$ cat src/rtl/vc_random_num_gen_mc_if.sv
// Stream and reseed bundle for vc_random_num_gen_mc.
//   master (the generator): drives val/out, receives rdy and the reseed request
//   slave  (the consumer) : drives rdy and the reseed request, receives val/out
// Signals:
//   seed_en   - reseed request this cycle
//   seed_chan - channel to reseed
//   seed_data - new 32-bit LFSR state
//   rdy       - per-channel consumer ready
//   val       - per-channel value valid
//   out       - channel c occupies bits [c*p_nbits +: p_nbits]
interface vc_random_num_gen_mc_if #(
  parameter int p_nbits     = 16,
  parameter int p_nchannels = 4
);
  localparam int chan_w = (p_nchannels > 1) ? $clog2(p_nchannels) : 1;

  logic                           seed_en;
  logic [chan_w-1:0]              seed_chan;
  logic [31:0]                    seed_data;
  logic [p_nchannels-1:0]         rdy;
  logic [p_nchannels-1:0]         val;
  logic [p_nchannels*p_nbits-1:0] out;

  modport master (
    output val, out,
    input  rdy, seed_en, seed_chan, seed_data
  );

  modport slave (
    input  val, out,
    output rdy, seed_en, seed_chan, seed_data
  );
endinterface

$ cat src/rtl/vc_random_num_gen_mc.sv
// Multi-channel pseudo-random number source.
// Each channel owns a 32-bit right-shift Galois LFSR and offers its low
// p_nbits bits on a val/rdy stream; the LFSR advances only when the value is
// consumed. Any channel can be reseeded at runtime; a zero seed is replaced by
// 1 so the register never locks up.
// Ports:
//   clk   - clock, all state changes on posedge
//   reset - asynchronous, active-low
//   bus   - master side of vc_random_num_gen_mc_if (seed_*, rdy in; val, out out)
module vc_random_num_gen_mc #(
  parameter int          p_nbits     = 16,
  parameter int          p_nchannels = 4,
  parameter logic [31:0] p_seed      = 32'hdeadbeef,
  parameter logic [31:0] p_poly      = 32'h80200003
) (
  input  logic                   clk,
  input  logic                   reset,
  vc_random_num_gen_mc_if.master bus
);

  // Per-channel reset state: base seed spread by the golden-ratio constant so
  // channels start far apart yet stay reproducible from one base seed.
  function automatic logic [31:0] init_state(input int c);
    logic [31:0] s;
    s = p_seed ^ (32'(c) * 32'h9E3779B9);
    return (s == 32'h0) ? 32'h1 : s;
  endfunction

  function automatic logic [31:0] lfsr_next(input logic [31:0] s);
    return (s >> 1) ^ (s[0] ? p_poly : 32'h0);
  endfunction

  function automatic logic [31:0] nonzero(input logic [31:0] s);
    return (s == 32'h0) ? 32'h1 : s;
  endfunction

  logic [p_nchannels-1:0][31:0] state;
  logic [p_nchannels-1:0]       val_q;
  logic [p_nchannels-1:0]       reseed_sel;

  // Out-of-range channel numbers simply match nothing.
  always_comb begin
    reseed_sel = '0;
    for (int c = 0; c < p_nchannels; c++) begin
      reseed_sel[c] = bus.seed_en && (int'(bus.seed_chan) == c);
    end
  end

  // val is cleared by reset and by a reseed, and is set again on the next
  // edge. That one rule yields the warm-up cycle after reset, the one-cycle
  // gap after a reseed, and the extended gap for back-to-back reseeds.
  // A reseed overrides a simultaneous fire on the same channel.
  always_ff @(posedge clk or negedge reset) begin
    if (!reset) begin
      for (int c = 0; c < p_nchannels; c++) begin
        state[c] <= init_state(c);
      end
      val_q <= '0;
    end else begin
      for (int c = 0; c < p_nchannels; c++) begin
        if (reseed_sel[c]) begin
          state[c] <= nonzero(bus.seed_data);
          val_q[c] <= 1'b0;
        end else begin
          if (val_q[c] && bus.rdy[c]) begin
            state[c] <= lfsr_next(state[c]);
          end
          val_q[c] <= 1'b1;
        end
      end
    end
  end

  assign bus.val = val_q;

  for (genvar c = 0; c < p_nchannels; c++) begin : g_out
    assign bus.out[c*p_nbits +: p_nbits] = state[c][p_nbits-1:0];
  end

endmodule

$ cat src/flat_wrapper.sv
// flat-port wrapper written by rule: the top's interface ports become plain ports
module vc_random_num_gen_mc_flat 
#(
  parameter int          p_nbits     = 16,
  parameter int          p_nchannels = 4,
  parameter logic [31:0] p_seed      = 32'hdeadbeef,
  parameter logic [31:0] p_poly      = 32'h80200003
)
  (clk, reset, bus_val, bus_out, bus_rdy, bus_seed_en, bus_seed_chan, bus_seed_data);
  vc_random_num_gen_mc_if #(.p_nbits(p_nbits), .p_nchannels(p_nchannels)) bus_i ();
  input  logic clk;
  input  logic reset;
  output wire logic [$bits(bus_i.val)-1:0] bus_val;
  output wire logic [$bits(bus_i.out)-1:0] bus_out;
  input wire logic [$bits(bus_i.rdy)-1:0] bus_rdy;
  input wire logic [$bits(bus_i.seed_en)-1:0] bus_seed_en;
  input wire logic [$bits(bus_i.seed_chan)-1:0] bus_seed_chan;
  input wire logic [$bits(bus_i.seed_data)-1:0] bus_seed_data;
  assign bus_val = bus_i.val;
  assign bus_out = bus_i.out;
  assign bus_i.rdy = bus_rdy;
  assign bus_i.seed_en = bus_seed_en;
  assign bus_i.seed_chan = bus_seed_chan;
  assign bus_i.seed_data = bus_seed_data;
  vc_random_num_gen_mc #(.p_nbits(p_nbits), .p_nchannels(p_nchannels), .p_seed(p_seed), .p_poly(p_poly)) u_core (.clk(clk), .reset(reset), .bus(bus_i));
endmodule
$ cat config.mk
export PLATFORM = sky130hd
export DESIGN_NAME = vc_random_num_gen_mc_flat
export DESIGN_NICKNAME = d
export VERILOG_FILES = /design/src/rtl/vc_random_num_gen_mc_if.sv /design/src/rtl/vc_random_num_gen_mc.sv /design/src/flat_wrapper.sv
export SDC_FILE = /design/constraint.sdc
export NUM_CORES = 1
export LEC_CHECK = 0
export CORE_UTILIZATION = 49
export DETAILED_ROUTE_END_ITERATION = 7
export HOLD_SLACK_MARGIN = 0.1
export PLACE_DENSITY = 0.81
export SKIP_CTS_REPAIR_TIMING = 1
export SKIP_LAST_GASP = 1
export SLEW_MARGIN = 20
export SYNTH_ARGS = -nofsm -noshare
export SYNTH_HDL_FRONTEND = slang
export SYNTH_SLANG_ARGS = --single-unit
export TNS_END_PERCENT = 5
$ cat constraint.sdc
create_clock -name clk -period 1.2 [get_ports clk]
set_clock_uncertainty 0.05 [all_clocks]
set_input_delay 0.24 -clock clk [delete_from_list [all_inputs] [get_ports clk]]
set_output_delay 0.24 -clock clk [all_outputs]
set_load 0.02 [all_outputs]
==> implementation parameters, run 1 <==
Parameter                              Value

Pwr
  Static Leak ... 4.37 nW
  Power, Total ... 18.6 mW
  Power per cell area ... 2060 nW/um^2
  Sequential fraction of design power ... 0.397
  Power Internal ... 12.7 mW
  Switching portion of total power ... 0.317
  Part of the total power dissipated in the clock network ... 0.262
  Combinational power share ... 0.341
  P_sw ... 5.90 mW
  Worst voltage drop across the vdd grid ... 1420 uV

CTS
  Number of buffers on the longest clock path ... 2
  Number of clock buffers inserted by TritonCTS ... 17
  TritonCTS clock tree ... built
  CTS root buffer ... sky130_fd_sc_hd__clkbuf_16
  Level count of the clock H-tree ... 4
  CTS sink count ... 132
  Clock transition at the register clock pins on the worst setup and hold paths after CTS ... 0.06 ns
  Later-pin clock latency in the skew report ... 0.42 ns

Outcome
  Failing checks ... setup timing
  Run status ... complete, but fails checks

Timing
  Part of the cycle the worst path needs ... 1.18
  Slew Viols, Final ... 0
  Setup repair after global routing missed its margin ... yes
  Normalized max-slew margin ... 0.706
  Final setup violating endpoints ... 125
  Final critical-path required period ... 1.42 ns
  Tightest Pin Transition ... 0.438 ns
  Number of failing hold endpoints at the final stage ... 0
  Min Hold Slack ... 0.349 ns
  Final setup margin ... -0.218 ns
  Highest Clock Rate ... 705 MHz

Logic synthesis
  Number of flip-flops and latches in the synthesized netlist ... 132
  Leading post-synthesis cells by cell area ... sky130_fd_sc_hd__dfstp_2 26%, sky130_fd_sc_hd__dfrtp_1 24%, sky130_fd_sc_hd__mux2i_1 17%
  Number of distinct library cells after synthesis ... 24
  Yosys synthesis warning count ... 0
  Per-instance average area after synthesis ... 10.2 um^2
  Share of synthesized registers carrying an async set or reset ... 1.00
  Portion of synthesized cell area occupied by the leading cell type ... 0.260
  Synthesized instance count ... 664
  Synth top cells by count ... 125 x sky130_fd_sc_hd__nand2_1, 116 x sky130_fd_sc_hd__mux2i_1, 106 x sky130_fd_sc_hd__o21ai_0
  Number of flops mapped to enable cells by yosys ... 0
  Biggest area consumer among synthesized cells ... sky130_fd_sc_hd__dfstp_2
  Total nets after synthesis ... 705
  Most frequent cell after synthesis ... sky130_fd_sc_hd__nand2_1
  Netlist area before placement ... 6770 um^2
  Most frequently used flop master after synthesis ... sky130_fd_sc_hd__dfstp_2
  Post-synthesis sequential area ratio ... 0.501

Cells and area
  Multi-input combinational cell area ... 2650 um^2
  Number of antenna diodes ... 0
  Area added between synthesis and finish ... 33.5%
  Total number of nets in the final design ... 855
  Share of post-route cells with drive strength above 1 ... 0.328
  Number of filler instances in the final layout ... 986
  Storage element area ... 3390 um^2

Critical path
  Cell Chain, Critical Path ... clkdlybuf4s50_1 > nor4_2 > and4_1 > a21oi_2 > a21oi_1
  Cell depth of the worst flop-to-flop path ... 4
  Master of the slowest instance on the critical path ... sky130_fd_sc_hd__nor4_2
  RR Endpoint ... u_core.state[91]$_DFFE_PN0P_
  Family with the most delay on the worst path ... simple AND/OR/NAND/NOR gates
  Startpoint of the worst-slack reg-to-reg timing path ... u_core.bus.val[2]$_DFF_PN0_
  Flop2flop setup slack ... -0.15 ns
  Startpoint Class ... input port
  Classification of the worst setup path ... input port to register
  Required time of the critical path ... 1.50 ns
  Type of destination of the critical path ... register
  Delay of the slowest critical-path stage ... 0.47 ns
  Worst-path fanout max ... 4
  Number of gates on the worst path with buffers counted ... 5
  Total buffers and inverters traversed by the critical path ... 1
  Worst endpoint data arrival time ... 1.71 ns

Route
  Via total after detailed routing ... 5,319
  Detailed Route Iter0 Violations ... 397
  Wire per inst ... 17.8 um
  Number of vias per cell ... 5.30
  Count of TritonRoute iterations in the first routing pass ... 5
  WL final ... 17,800 um
  Residual DRC count ... 0
  Antenna viol nets, final ... 0

Floorplan
  Std-Cell Core Area ... 13,300 um^2
  Chip height ... 120 um
  Site Rows ... 42
  Floorplan die area ... 14,300 um^2
  Number of top-level pins ... 109
  Die Width ... 120 um
  Initial Util ... 0.507

Placement
  Gpl congestion ... 0.859
  Pre-CTS worst setup slack ... -0.811 ns
  Total of buffers placed on input and output ports ... 108
  DP HPWL ... 12,500 um

Global route
  Number of global-route vias before repair ... 5,466
  GR Util All Layers ... 0.257
  Overflow after GRT ... 0
  Global-route wire length before repair ... 28,000 um
  Number of antenna violations at the first check in global routing ... 0
  Pin count of the biggest net entering global routing ... 66

Min path
  Hold WC Path Type ... input port to async pin

Job
  Number of maximum-capacitance constraint violations ... 0
[routing by layer]
| metal | vias to the layer above | GRT usage | routed length (um) |
|---|---|---|---|
| met5 | - | 0 | 0 |
| met4 | 0 | 0.102 | 373 |
| met3 | 29 | 0.0513 | 759 |
| met2 | 164 | 0.446 | 9170 |
| met1 | 2622 | 0.314 | 7510 |
| li1 | 2504 | - | - |
[through the flow]
| stage | cell area [um^2] | instances | setup TNS, ns | utilization |
|---|---|---|---|---|
| finish | 9030 | 1003 | -14.93 | 0.677 |
| global route | 9030 | 1003 | -23.39 | 0.677 |
| CTS | 8950 | 997 | -45.53 | 0.671 |
| detailed placement | 8400 | 965 | -61.19 | 0.629 |
| global placement | 8400 | 965 | -56.59 | 0.629 |
| floorplan | 6790 | 664 | -1.17 | - |
[power by group through the flow]
stage,clock network (mW),logic [mW],registers (mW)
after floorplan,0,3.91,7.22
after global placement,0,6.19,7.28
after detailed placement,0,6.42,7.38
after CTS,4.92,6.50,7.35
after global routing,5.14,6.86,7.53
final,4.87,6.35,7.38
[worst max path at each step]
stage / startpoint / endpoint / slack [ns]
final: bus_seed_data[9] / u_core.bus.out[48]$_DFFE_PN0P_ / -0.22
after global routing: u_core.bus.out[11]$_DFFE_PN1P_ / bus_out[11] / -0.23
after CTS: u_core.bus.out[32]$_DFFE_PN1P_ / bus_out[32] / -0.69
after detailed placement: bus_seed_data[8] / u_core.bus.out[48]$_DFFE_PN0P_ / -0.81
after global placement: bus_seed_data[8] / u_core.bus.out[32]$_DFFE_PN1P_ / -0.71
after floorplan: u_core.bus.val[2]$_DFF_PN0_ / u_core.bus.out[37]$_DFFE_PN0P_ / -0.03
[worst min-delay path: cells and delay by family]
family                 cells  cell delay (ns)
buffers and inverters      3             0.95
[cell families after synthesis]
| kind of cell | Yosys count | share of synthesized area |
|---|---|---|
| AND/OR/NAND/NOR | 159 | 0.0973 |
| flip-flops | 132 | 0.501 |
| AO/OA/AOI/OAI | 137 | 0.102 |
| XOR/XNOR | 12 | 0.0155 |
| buffers and inverters | 108 | 0.113 |
| multiplexers | 116 | 0.172 |
[registers in the layout, summed over array words and instances, names as in the netlist]
signal,cells
u_core.bus.val,4
u_core.state,64
u_core.bus.out,64
[cell type report]
class,instances,share of cell area
flip-flops and latches,132,0.375
multi-input cells,424,0.294
repair buffers,235,0.244
clock buffers,27,0.0557
well taps,176,0.0244
clock inverters,5,0.00554
inverters,4,0.00166
[cell usage in the layout, fill, tap and decap left out, types with 4 or more instances in the layout]
cell type / instances
sky130_fd_sc_hd__buf_4: 132
sky130_fd_sc_hd__nand2_1: 125
sky130_fd_sc_hd__mux2i_1: 116
sky130_fd_sc_hd__o21ai_0: 106
sky130_fd_sc_hd__dfstp_2: 67
sky130_fd_sc_hd__dfrtp_1: 65
sky130_fd_sc_hd__clkdlybuf4s50_1: 39
sky130_fd_sc_hd__dlymetal6s2s_1: 29
sky130_fd_sc_hd__o21ai_1: 18
sky130_fd_sc_hd__clkbuf_16: 18
sky130_fd_sc_hd__buf_12: 13
sky130_fd_sc_hd__xnor2_1: 12
sky130_fd_sc_hd__nor2_1: 12
sky130_fd_sc_hd__a21oi_1: 12
sky130_fd_sc_hd__buf_6: 10
sky130_fd_sc_hd__buf_2: 7
sky130_fd_sc_hd__clkbuf_1: 6
sky130_fd_sc_hd__nor4_1: 5
sky130_fd_sc_hd__inv_1: 4
sky130_fd_sc_hd__nand3_1: 4
sky130_fd_sc_hd__clkinv_2: 4
sky130_fd_sc_hd__clkbuf_8: 4
Note: power is estimated with default switching activity, not from simulation.
==> run 2, diff against run 1 <==
--- a/config.mk
+++ b/config.mk
@@ -5,10 +5,10 @@
 export SDC_FILE = /design/constraint.sdc
 export NUM_CORES = 1
 export LEC_CHECK = 0
-export CORE_UTILIZATION = 49
+export CORE_UTILIZATION = 54
 export DETAILED_ROUTE_END_ITERATION = 7
 export HOLD_SLACK_MARGIN = 0.1
-export PLACE_DENSITY = 0.81
+export PLACE_DENSITY = 0.84
 export SKIP_CTS_REPAIR_TIMING = 1
 export SKIP_LAST_GASP = 1
 export SLEW_MARGIN = 20
==> constraint.sdc (replaced) <==
create_clock -name clk -period 1.4 [get_ports clk]
set_clock_uncertainty 0.05 [all_clocks]
set_input_delay 0.21 -clock clk [delete_from_list [all_inputs] [get_ports clk]]
set_output_delay 0.21 -clock clk [all_outputs]
set_load 0.02 [all_outputs]
==> run 2 against run 1 <==
Net effect:
- the run still ends with setup timing left
- sequential share of layout area up 1.1 points
- clock-buffer cell count fell by 1
- critical path depth down 4
- clock power fell by 15%
- total power is 17% lower
- wire length fell by 3.9%
- first-iteration DRC count is 9.6% lower
- global-route usage grew 1.8 points
- largest cell class unchanged
==> implementation parameters, run 2 (synthesized netlist as in run 1, its figures left out) <==
Parameter                              Value

Cells and area
  Share of post-route cells with drive strength above 1 ... 0.237 (-0.0905)
  Most frequent cells in the layout ... 125 x sky130_fd_sc_hd__nand2_1, 116 x sky130_fd_sc_hd__mux2i_1, 106 x sky130_fd_sc_hd__o21ai_0, 67 x sky130_fd_sc_hd__buf_4, 67 x sky130_fd_sc_hd__dfstp_2
  Number of antenna diodes ... 0 (unchanged)
  Total number of nets in the final design ... 809 (-5.4%)
  Number of filler instances in the final layout ... 863 (-12%)
  Number of standard cells in the final layout excluding fillers ... 948 (-5.5%)
  Area added between synthesis and finish ... 29.5%
  Util after Layout ... 0.724 (+0.0471)
  Most common library cell in the layout ignoring fill and taps ... sky130_fd_sc_hd__nand2_1

Route
  Residual DRC count ... 0 (unchanged)
  Antenna viol nets, final ... 0 (unchanged)
  WL final ... 17,100 um (-3.9%)
  Wire per inst ... 18.1 um (+1.7%)
  Via total after detailed routing ... 5,232 (-1.6%)
  Count of TritonRoute iterations in the first routing pass ... 5 (unchanged)
  Detailed Route Iter0 Violations ... 359 (-9.6%)
  Number of vias per cell ... 5.52 (+4.1%)

Critical path
  Total buffers and inverters traversed by the critical path ... 1 (unchanged)
  Type of destination of the critical path ... primary output
  Required time of the critical path ... 1.14 ns (-0.36 ns)
  Worst Setup EP ... bus_out[4]
  Number of gates on the worst path with buffers counted ... 1 (-4)
  Delay of the slowest critical-path stage ... 0.64 ns (+0.17 ns)
  Worst-path fanout max ... 3 (-1)
  Startpoint of the worst-slack reg-to-reg timing path ... u_core.bus.val[0]$_DFF_PN0_
  Cell Chain, Critical Path ... clkdlybuf4s50_1
  Worst endpoint data arrival time ... 1.46 ns (-0.25 ns)
  CP Launch Point ... u_core.bus.out[4]$_DFFE_PN0P_
  RR Endpoint ... u_core.bus.out[7]$_DFFE_PN1P_
  Master of the slowest instance on the critical path ... sky130_fd_sc_hd__clkdlybuf4s50_1
  Flop2flop setup slack ... 0.09 ns (+0.24 ns)
  Startpoint Class ... register
  Family with the most delay on the worst path ... buffers and inverters
  Cell depth of the worst flop-to-flop path ... 4 (unchanged)
  Classification of the worst setup path ... register to primary output

Timing
  Part of the cycle the worst path needs ... 1.23
  Final setup violating endpoints ... 68 (-46%)
  Highest Clock Rate ... 581 MHz
  Slew Viols, Final ... 0 (unchanged)
  Tightest Pin Transition ... 0.645 ns (+0.207 ns)
  Min Hold Slack ... 0.206 ns (-0.143 ns)
  Number of failing hold endpoints at the final stage ... 0 (unchanged)
  Final setup margin ... -0.320 ns (-0.102 ns)
  Final critical-path required period ... 1.72 ns
  Setup repair after global routing missed its margin ... yes
  Normalized max-slew margin ... 0.566 (-0.140)

Global route
  Pin count of the biggest net entering global routing ... 66 (unchanged)
  Overflow after GRT ... 0 (unchanged)
  GR Util All Layers ... 0.275 (+0.0180)
  Number of global-route vias before repair ... 5,308 (-2.9%)
  Global-route wire length before repair ... 27,000 um (-3.7%)
  Number of antenna violations at the first check in global routing ... 0 (unchanged)

Floorplan
  Site Rows ... 40 (-4.8%)
  Die Width ... 114 um (-4.7%)
  Floorplan die area ... 13,000 um^2 (-9.1%)
  Chip height ... 114 um (-4.7%)
  Std-Cell Core Area ... 12,100 um^2 (-9.3%)
  Number of top-level pins ... 109 (unchanged)
  Initial Util ... 0.559 (+0.0517)

Pwr
  Power per cell area ... 1760 nW/um^2 (-14%)
  Worst voltage drop across the vdd grid ... 1050 uV (-26%)
  Power, Total ... 15.4 mW (-17%)
  Static Leak ... 4.25 nW (-2.7%)

Outcome
  Failing checks ... setup timing
  Run status ... complete, but fails checks

CTS
  CTS root buffer ... sky130_fd_sc_hd__clkbuf_16
  Level count of the clock H-tree ... 4 (unchanged)
  CTS sink count ... 132 (unchanged)
  Clock transition at the register clock pins on the worst setup and hold paths after CTS ... 0.05 ns (about the same)
  Number of buffers on the longest clock path ... 2 (unchanged)
  Later-pin clock latency in the skew report ... 0.41 ns (about the same)
  TritonCTS clock tree ... built
  Number of clock buffers inserted by TritonCTS ... 17 (unchanged)

Placement
  Dpl cells ... 916 (-5.1%)
  Total of buffers placed on input and output ports ... 108 (unchanged)
  DP HPWL ... 11,800 um (-5.0%)
  Gpl congestion ... 0.858 (-0.12%)

Min path
  Hold WC Path Type ... input port to async pin

Job
  Number of maximum-capacitance constraint violations ... 0 (unchanged)
## run 2: changes by cell type in the layout (fill, tap and decap cells not counted), sizes merged
cell / delta
buf: -79
clkdlybuf4s50: +27
dlymetal6s2s: +10
clkbuf: -5
## run 2: area by class of cell
cell class	instances	area, um^2	area share
clock inverter	5	50.0	0.00571
multi-input combinational	424	2630	0.300
timing repair buffer	189	1970	0.225
sequential	132	3390	0.386
tap	168	210	0.0240
clock buffer	26	499	0.0570
inverter	4	15.0	0.00171
## run 2: power breakdown
part / internal [mW] / switching [mW]
registers: 5.51 / 0.900
clock network: 2.61 / 1.53
logic: 2.45 / 2.45
total: 10.6 / 4.87
## run 2: how the worst min path moves through the flow
stage	startpoint	to	cells past startpoint
3_5_place_dp	reset	u_core.bus.out[61]$_DFFE_PN0P_	1
5_1_grt	reset	u_core.bus.out[61]$_DFFE_PN0P_	2
2_1_floorplan	reset	u_core.bus.out[14]$_DFFE_PN0P_	0
3_3_place_gp	reset	u_core.bus.out[61]$_DFFE_PN0P_	1
4_1_cts	reset	u_core.bus.out[61]$_DFFE_PN0P_	1
6_report	reset	u_core.bus.out[61]$_DFFE_PN0P_	2
## run 2: metal layers
metal / wire [um] / vias to the layer above / track usage
met5: 0 / - / 0
met4: 524 / 0 / 0.128
met3: 951 / 38 / 0.0622
met2: 8930 / 208 / 0.480
met1: 6710 / 2573 / 0.323
li1: - / 2413 / -
## run 2: per-stage QoR
step	worst slack (ns)	TNS (ns)	instance area, um^2
final	-0.320	-8.89	8760
after floorplan	0.116	0	6770
after global placement	-0.505	-18.11	8110
after CTS	-0.473	-25.45	8660
after global routing	-0.351	-11.62	8760
after detailed placement	-0.517	-23.69	8110
